===== src/rtl/feeder_pkg.sv =====
// Shared types and defaults for the operand feeder and its buffers.
package feeder_pkg;

  localparam int unsigned DEF_N  = 4;
  localparam int unsigned DEF_DW = 8;

  typedef enum logic [2:0] {
    IDLE,
    ARM,
    LOAD,
    FEED,
    WAIT
  } state_t;

  // Row of A presented on lane `lane` during FEED cycle `t`; the lane is
  // active only when the result lies in 0..N-1.
  function automatic int skew_index(input int t, input int lane);
    return t - lane;
  endfunction

endpackage


===== src/rtl/operand_buf.sv =====
// N x N register file: one row-wide write port, N element read ports.
// Read port j always reads column j at its own row address.
module operand_buf
  import feeder_pkg::*;
#(
  parameter int unsigned N  = DEF_N,
  parameter int unsigned DW = DEF_DW
) (
  input  logic                      clk,
  input  logic                      rst,
  input  logic                      clr,
  input  logic                      we,
  input  logic [$clog2(N)-1:0]      wr_row,
  input  logic [N*DW-1:0]           wr_data,
  input  logic [N*$clog2(N)-1:0]    rd_row,
  output logic [N*DW-1:0]           rd_data
);

  localparam int unsigned RW = $clog2(N);

  logic [DW-1:0] mem [N][N];

  // Storage: reset/clear zeroes everything, otherwise a full row write.
  always_ff @(posedge clk) begin
    if (rst || clr) begin
      for (int unsigned r = 0; r < N; r++) begin
        for (int unsigned c = 0; c < N; c++) begin
          mem[r][c] <= '0;
        end
      end
    end else if (we) begin
      for (int unsigned c = 0; c < N; c++) begin
        mem[wr_row][c] <= wr_data[c*DW +: DW];
      end
    end
  end

  // Element read ports, one per column.
  always_comb begin
    rd_data = '0;
    for (int unsigned j = 0; j < N; j++) begin
      rd_data[j*DW +: DW] = mem[rd_row[j*RW +: RW]][j];
    end
  end

endmodule


===== src/rtl/operand_feeder.sv =====
// Operand feeder for an N x N systolic array: buffers activation (A) and
// weight (W) tiles, preloads W bottom-row-first, then streams A with a
// diagonal skew.
// Optional macro OPERAND_FEEDER_AUTOCLEAR_EN: zero both buffers when a job
// leaves WAIT; otherwise buffer contents persist across jobs.
module operand_feeder
  import feeder_pkg::*;
#(
  parameter int unsigned N  = DEF_N,
  parameter int unsigned DW = DEF_DW
) (
  input  logic                 clk,
  input  logic                 rst,
  input  logic                 wr_valid,
  output logic                 wr_ready,
  input  logic                 wr_sel,
  input  logic [$clog2(N)-1:0] wr_row,
  input  logic [N*DW-1:0]      wr_data,
  input  logic                 go,
  output logic                 busy,
  output logic                 arr_start,
  input  logic                 arr_ready,
  input  logic                 arr_done,
  output logic [N*DW-1:0]      a_out,
  output logic [N*DW-1:0]      w_out
);

  localparam int unsigned RW = $clog2(N);
  localparam int unsigned CW = $clog2(3*N);

  state_t          state;
  state_t          state_next;
  logic [CW-1:0]   cnt;
  logic            done_lat;
  logic            wait_exit;
  logic            clr_bufs;
  logic            we_a;
  logic            we_w;
  logic [N*RW-1:0] a_rd_row;
  logic [N*RW-1:0] w_rd_row;
  logic [N*DW-1:0] a_rd;
  logic [N*DW-1:0] w_rd;
  logic [N-1:0]    lane_hit;

  assign wr_ready = (state == IDLE);
  assign we_a     = wr_valid && wr_ready && !wr_sel;
  assign we_w     = wr_valid && wr_ready &&  wr_sel;

`ifdef OPERAND_FEEDER_AUTOCLEAR_EN
  assign clr_bufs = wait_exit;
`else
  assign clr_bufs = 1'b0;
`endif

  operand_buf #(.N(N), .DW(DW)) u_buf_a (
    .clk     (clk),
    .rst     (rst),
    .clr     (clr_bufs),
    .we      (we_a),
    .wr_row  (wr_row),
    .wr_data (wr_data),
    .rd_row  (a_rd_row),
    .rd_data (a_rd)
  );

  operand_buf #(.N(N), .DW(DW)) u_buf_w (
    .clk     (clk),
    .rst     (rst),
    .clr     (clr_bufs),
    .we      (we_w),
    .wr_row  (wr_row),
    .wr_data (wr_data),
    .rd_row  (w_rd_row),
    .rd_data (w_rd)
  );

  // Next-state logic for the job sequence.
  always_comb begin
    state_next = state;
    wait_exit  = 1'b0;
    unique case (state)
      IDLE: if (go) state_next = ARM;
      ARM:  if (arr_ready) state_next = LOAD;
      LOAD: if (cnt == CW'(N-1)) state_next = FEED;
      FEED: if (cnt == CW'(3*N-2)) state_next = WAIT;
      WAIT: begin
        if (arr_done || done_lat) begin
          state_next = IDLE;
          wait_exit  = 1'b1;
        end
      end
      default: state_next = IDLE;
    endcase
  end

  // State register, phase counter and early-done latch.
  always_ff @(posedge clk) begin
    if (rst) begin
      state    <= IDLE;
      cnt      <= '0;
      done_lat <= 1'b0;
    end else begin
      state <= state_next;
      if (state_next != state) begin
        cnt <= '0;
      end else if (state == LOAD || state == FEED) begin
        cnt <= cnt + 1'b1;
      end
      if (wait_exit) begin
        done_lat <= 1'b0;
      end else if (arr_done && (state == ARM || state == LOAD || state == FEED)) begin
        done_lat <= 1'b1;
      end
    end
  end

  // Read addressing: W rows in reverse order, A rows along the skew diagonal.
  always_comb begin
    int r;
    a_rd_row = '0;
    w_rd_row = '0;
    lane_hit = '0;
    for (int unsigned i = 0; i < N; i++) begin
      r = skew_index(int'(cnt), int'(i));
      lane_hit[i] = (r >= 0) && (r < int'(N));
      a_rd_row[i*RW +: RW] = RW'(r);
      w_rd_row[i*RW +: RW] = RW'(int'(N) - 1 - int'(cnt));
    end
  end

  // Outputs are forced low while rst is held so a mid-job reset is silent at once.
  always_comb begin
    busy      = !rst && (state != IDLE);
    arr_start = !rst && (state == ARM) && arr_ready;
    a_out     = '0;
    w_out     = '0;
    if (!rst && state == LOAD) begin
      w_out = w_rd;
    end
    if (!rst && state == FEED) begin
      for (int unsigned i = 0; i < N; i++) begin
        if (lane_hit[i]) a_out[i*DW +: DW] = a_rd[i*DW +: DW];
      end
    end
  end

endmodule


===== config.mk =====
export PLATFORM = sky130hd
export DESIGN_NAME = operand_feeder
export DESIGN_NICKNAME = d
export VERILOG_FILES = /design/src/rtl/feeder_pkg.sv /design/src/rtl/operand_buf.sv /design/src/rtl/operand_feeder.sv
export SDC_FILE = /design/constraint.sdc
export NUM_CORES = 1
export LEC_CHECK = 0
export ABC_AREA = 1
export CELL_PAD_IN_SITES_DETAIL_PLACEMENT = 0
export CELL_PAD_IN_SITES_GLOBAL_PLACEMENT = 1
export CORE_AREA = 8 8 265 190
export DETAILED_ROUTE_END_ITERATION = 16
export DIE_AREA = 0 0 273 198
export GPL_ROUTABILITY_DRIVEN = 0
export PLACE_DENSITY = 0.56
export SLEW_MARGIN = 40
export SYNTH_ARGS = -nofsm -noshare
export SYNTH_HDL_FRONTEND = slang
export SYNTH_HIERARCHICAL = 1
export SYNTH_SLANG_ARGS = --single-unit

===== constraint.sdc =====
create_clock -name clk -period 8.35 [get_ports clk]
set_clock_uncertainty 0.05 [all_clocks]
set_input_delay 2.505 -clock clk [delete_from_list [all_inputs] [get_ports clk]]
set_output_delay 2.505 -clock clk [all_outputs]
set_load 0.1 [all_outputs]

==> qor.csv <==
stage,metric,value,unit
pwr,pd_cells,197.5,mW/mm2
run_status,outcome,completed,
drt,count_of_antenna_violating_nets_left_after_detailed_routing,0,
global_route,largest_net_degree_at_the_start_of_global_routing,52,
cells_and_area,post-route-util,0.3463,
floorplan,die-width,273,um
clocking,cts_buffers,29,
synthesis,synthCells,1622,
clocking,clock-root-buffer,sky130_fd_sc_hd__clkbuf_16,
sta,final_report_max_slew_violation_count,0,
global_route,antenna_found_initial,0,
sta,final_count_of_hold_timing_violations,0,
synthesis,postSynthRegisterBits,264,
cells_and_area,most-common-layout-cells,"sky130_fd_sc_hd__inv_1, sky130_fd_sc_hd__nand2_1, sky130_fd_sc_hd__nor2_1",
place,port_buffers,107,
drt,drt_first_pass_iters,4,
cells_and_area,n_antenna_cell,0,
worst_setup_path,arrival,4480,ps
drt,highest_layer,met4,
clocking,cts.path.max_buffers,3,
global_route,grt_first_pass_wirelength,58320,um
sta,totalNegativeSetupSlack,0,ps
cells_and_area,post_route_design_area,0.01596,mm2
pwr,power.leakage,7.486,nW
worst_setup_path,worst_ep_required_time,5800,ps
sta,fin_crit_sh,0.8426,
cells_and_area,final_nets,1758,
sta,fin_hold_ws,437.3,ps
drt,route.met2.wl,17190,um
pwr,vdd_drop_max,0.1429,mV
sta,worst_pin_slew,773.1,ps
worst_setup_path,critical_path_start_type,input pin,
drt,detail_route.wirelength.met1,19500,um
sta,maxSlewHeadroom,0.4833,
worst_setup_path,timing.reg2reg.setup_slack,4620,ps
worst_hold_path,holdPathStages,2,
synthesis,postSynthAreaPerCell,8.436,um2
floorplan,start_util,0.2969,
synthesis,netlist.top_cell.by_area,sky130_fd_sc_hd__edfxtp_1,
synthesis,yosys-top-cells-area,"sky130_fd_sc_hd__edfxtp_1, sky130_fd_sc_hd__inv_1, sky130_fd_sc_hd__nand2_1",
clocking,cts_hold_repair.buffers,0,
clocking,htree_levels,1,
global_route,grt_pass1_vias,9736,
worst_hold_path,worst_hold_path_class,reg -> reg,
drt,detail_route.iter0.violations,555,
drt,drt_drc_violations_left,0,
place,hpwlAfterDp,24700,um
cells_and_area,layout.cells.most_common,sky130_fd_sc_hd__inv_1,
cells_and_area,post_route_cells_drive_above_1_share,0.09474,
drt,wl_per_cell,16.47,um
global_route,global_route.overflow_total,0,
synthesis,yosys.cell_types.count,27,
clocking,cts_tree,yes,
synthesis,post_synth_instance_area,0.01368,mm2
clocking,clk_pin_slew,60,ps
cells_and_area,fillers,4846,
clocking,postCtsSetupBuffers,0,
floorplan,die_h,198,um
drt,viasPerCell,4.201,
floorplan,fp.coreArea,0.04608,mm2
worst_setup_path,r2r_start,state[1]$_SDFF_PP0_,
clocking,post_cts.resized_instances,0,
clocking,cts_num_sinks,264,
sta,max_freq,0.1421,GHz
sta,period_minus_slack,7036,ps
worst_setup_path,timing.critical_path.to_type,output pin,
place,dpl_cell_area,0.01497,mm2
drt,wl,38580,um
synthesis,yosys_warnings,6,
worst_hold_path,holdPathEnd,done_lat$_SDFFE_PP0P_,
clocking,worstSkewPairLatency,540,ps
drt,route.vias.total,9843,
worst_setup_path,worstReg2RegEnd,u_buf_a/mem[2][17]$_SDFFCE_PN0P_,
worst_setup_path,worst-path-max-fanout,17,
worst_hold_path,worstHoldStart,done_lat$_SDFFE_PP0P_,
sta,rsz0062_at_grt,no,
drt,detailroute.wirelength.met3,1356,um
worst_setup_path,critical_path_class,in -> out,
floorplan,ios,108,
synthesis,synth.yosys.seq_area_share,0.5735,
cells_and_area,syn2layout_area_growth,16.62,%
sta,finalSetupViolations,0,
flow_run,max_cap_violations,0,
floorplan,row_count,66,
floorplan,die-area,0.05405,mm2
global_route,globalRouteTotalUtil,0.1400,
worst_setup_path,timing.reg2reg.worst_path_depth,6,
synthesis,yosysTopAreaCellShare,0.5618,
## Yosys cell counts
master	count
sky130_fd_sc_hd__conb_1	1
sky130_fd_sc_hd__nor3b_1	1
sky130_fd_sc_hd__buf_6	29
sky130_fd_sc_hd__nand3_1	139
sky130_fd_sc_hd__buf_1	1
sky130_fd_sc_hd__edfxtp_1	256
sky130_fd_sc_hd__nor2_1	324
sky130_fd_sc_hd__nor2_8	1
sky130_fd_sc_hd__buf_2	27
sky130_fd_sc_hd__xnor2_1	2
sky130_fd_sc_hd__nor2_4	2
sky130_fd_sc_hd__o21ai_0	1
sky130_fd_sc_hd__inv_1	387
sky130_fd_sc_hd__or2_1	1
sky130_fd_sc_hd__dfxtp_1	8
sky130_fd_sc_hd__xor2_1	3
sky130_fd_sc_hd__nor2_2	19
sky130_fd_sc_hd__nand3b_1	1
sky130_fd_sc_hd__a21oi_1	6
sky130_fd_sc_hd__nand3_4	8
sky130_fd_sc_hd__inv_2	4
sky130_fd_sc_hd__clkbuf_1	9
sky130_fd_sc_hd__nor3_1	1
sky130_fd_sc_hd__a211oi_1	1
sky130_fd_sc_hd__a31o_2	1
sky130_fd_sc_hd__ha_1	8
sky130_fd_sc_hd__nand2_1	381
## logic make-up after synthesis
group	count (synthesis)	synth area share
AO/OA/AOI/OAI	9	0.003749
XOR/XNOR	5	0.003201
adder cells (fa/ha/maj)	8	0.007316
buffers and inverters	457	0.1437
flip-flops	264	0.5735
other	1	0.0002741
AND/OR/NAND/NOR	878	0.2682
## power by group
| group | total [W] | leakage (nW) | internal (W) | switching [W] |
|---|---|---|---|---|
| Combinational | 0.000283 | 4.08 | 0.0000752 | 0.000208 |
| Clock | 0.00134 | 0.484 | 0.000819 | 0.000526 |
| Sequential | 0.00152 | 2.92 | 0.00151 | 0.0000153 |
| Total | 0.00315 | 7.49 | 0.00240 | 0.000749 |
## how the worst max path moves through the flow
stage / end / depth (start not counted) / from / slack [ps]
after floorplan: w_out[10] / 5 / rst / 1360
final: a_out[4] / 5 / rst / 1310
after CTS: a_out[1] / 5 / rst / 1210
after global routing: a_out[0] / 5 / rst / 1120
after global placement: a_out[31] / 5 / rst / 1270
after detailed placement: a_out[1] / 5 / rst / 1220
## state kept, by name, indices dropped and copies added, names as in the netlist
signal	flops
u_buf_a/mem	128
done_lat	1
state	3
cnt	4
u_buf_w/mem	128
## layer usage
metal  up-vias  track usage
met4         0      0.02389
met2       140       0.2253
li1       5047            -
met5         -            0
met1      4619       0.2006
met3        37      0.02145
## layout make-up
class,instances,area (um2),area share
Timing Repair Buffer,121,1006,0.06304
Inverter,391,1468,0.09198
Sequential cell,264,7848,0.4918
Clock buffer,35,748.2,0.04689
Clock inverter,18,234.0,0.01466
Multi-Input combinational cell,902,3887,0.2436
Tap cell,612,765.7,0.04799
## worst max-delay path, cell delays in order
cell and delay [ps]:
sky130_fd_sc_hd__clkdlybuf4s50_1 750, sky130_fd_sc_hd__nor2_8 490, sky130_fd_sc_hd__inv_2 260, sky130_fd_sc_hd__nor2_1 150
sky130_fd_sc_hd__buf_4 300
## through the flow
stage               worst slack, ps  power (W)  std cells
floorplan                      1356   0.001737       1623
global route                   1119   0.003273       2343
CTS                            1212   0.003196       2343
detailed placement             1220   0.001841       2290
finish                         1314   0.003152       2343
global placement               1270   0.001841       2290
Note: power is estimated with default switching activity, not from simulation.
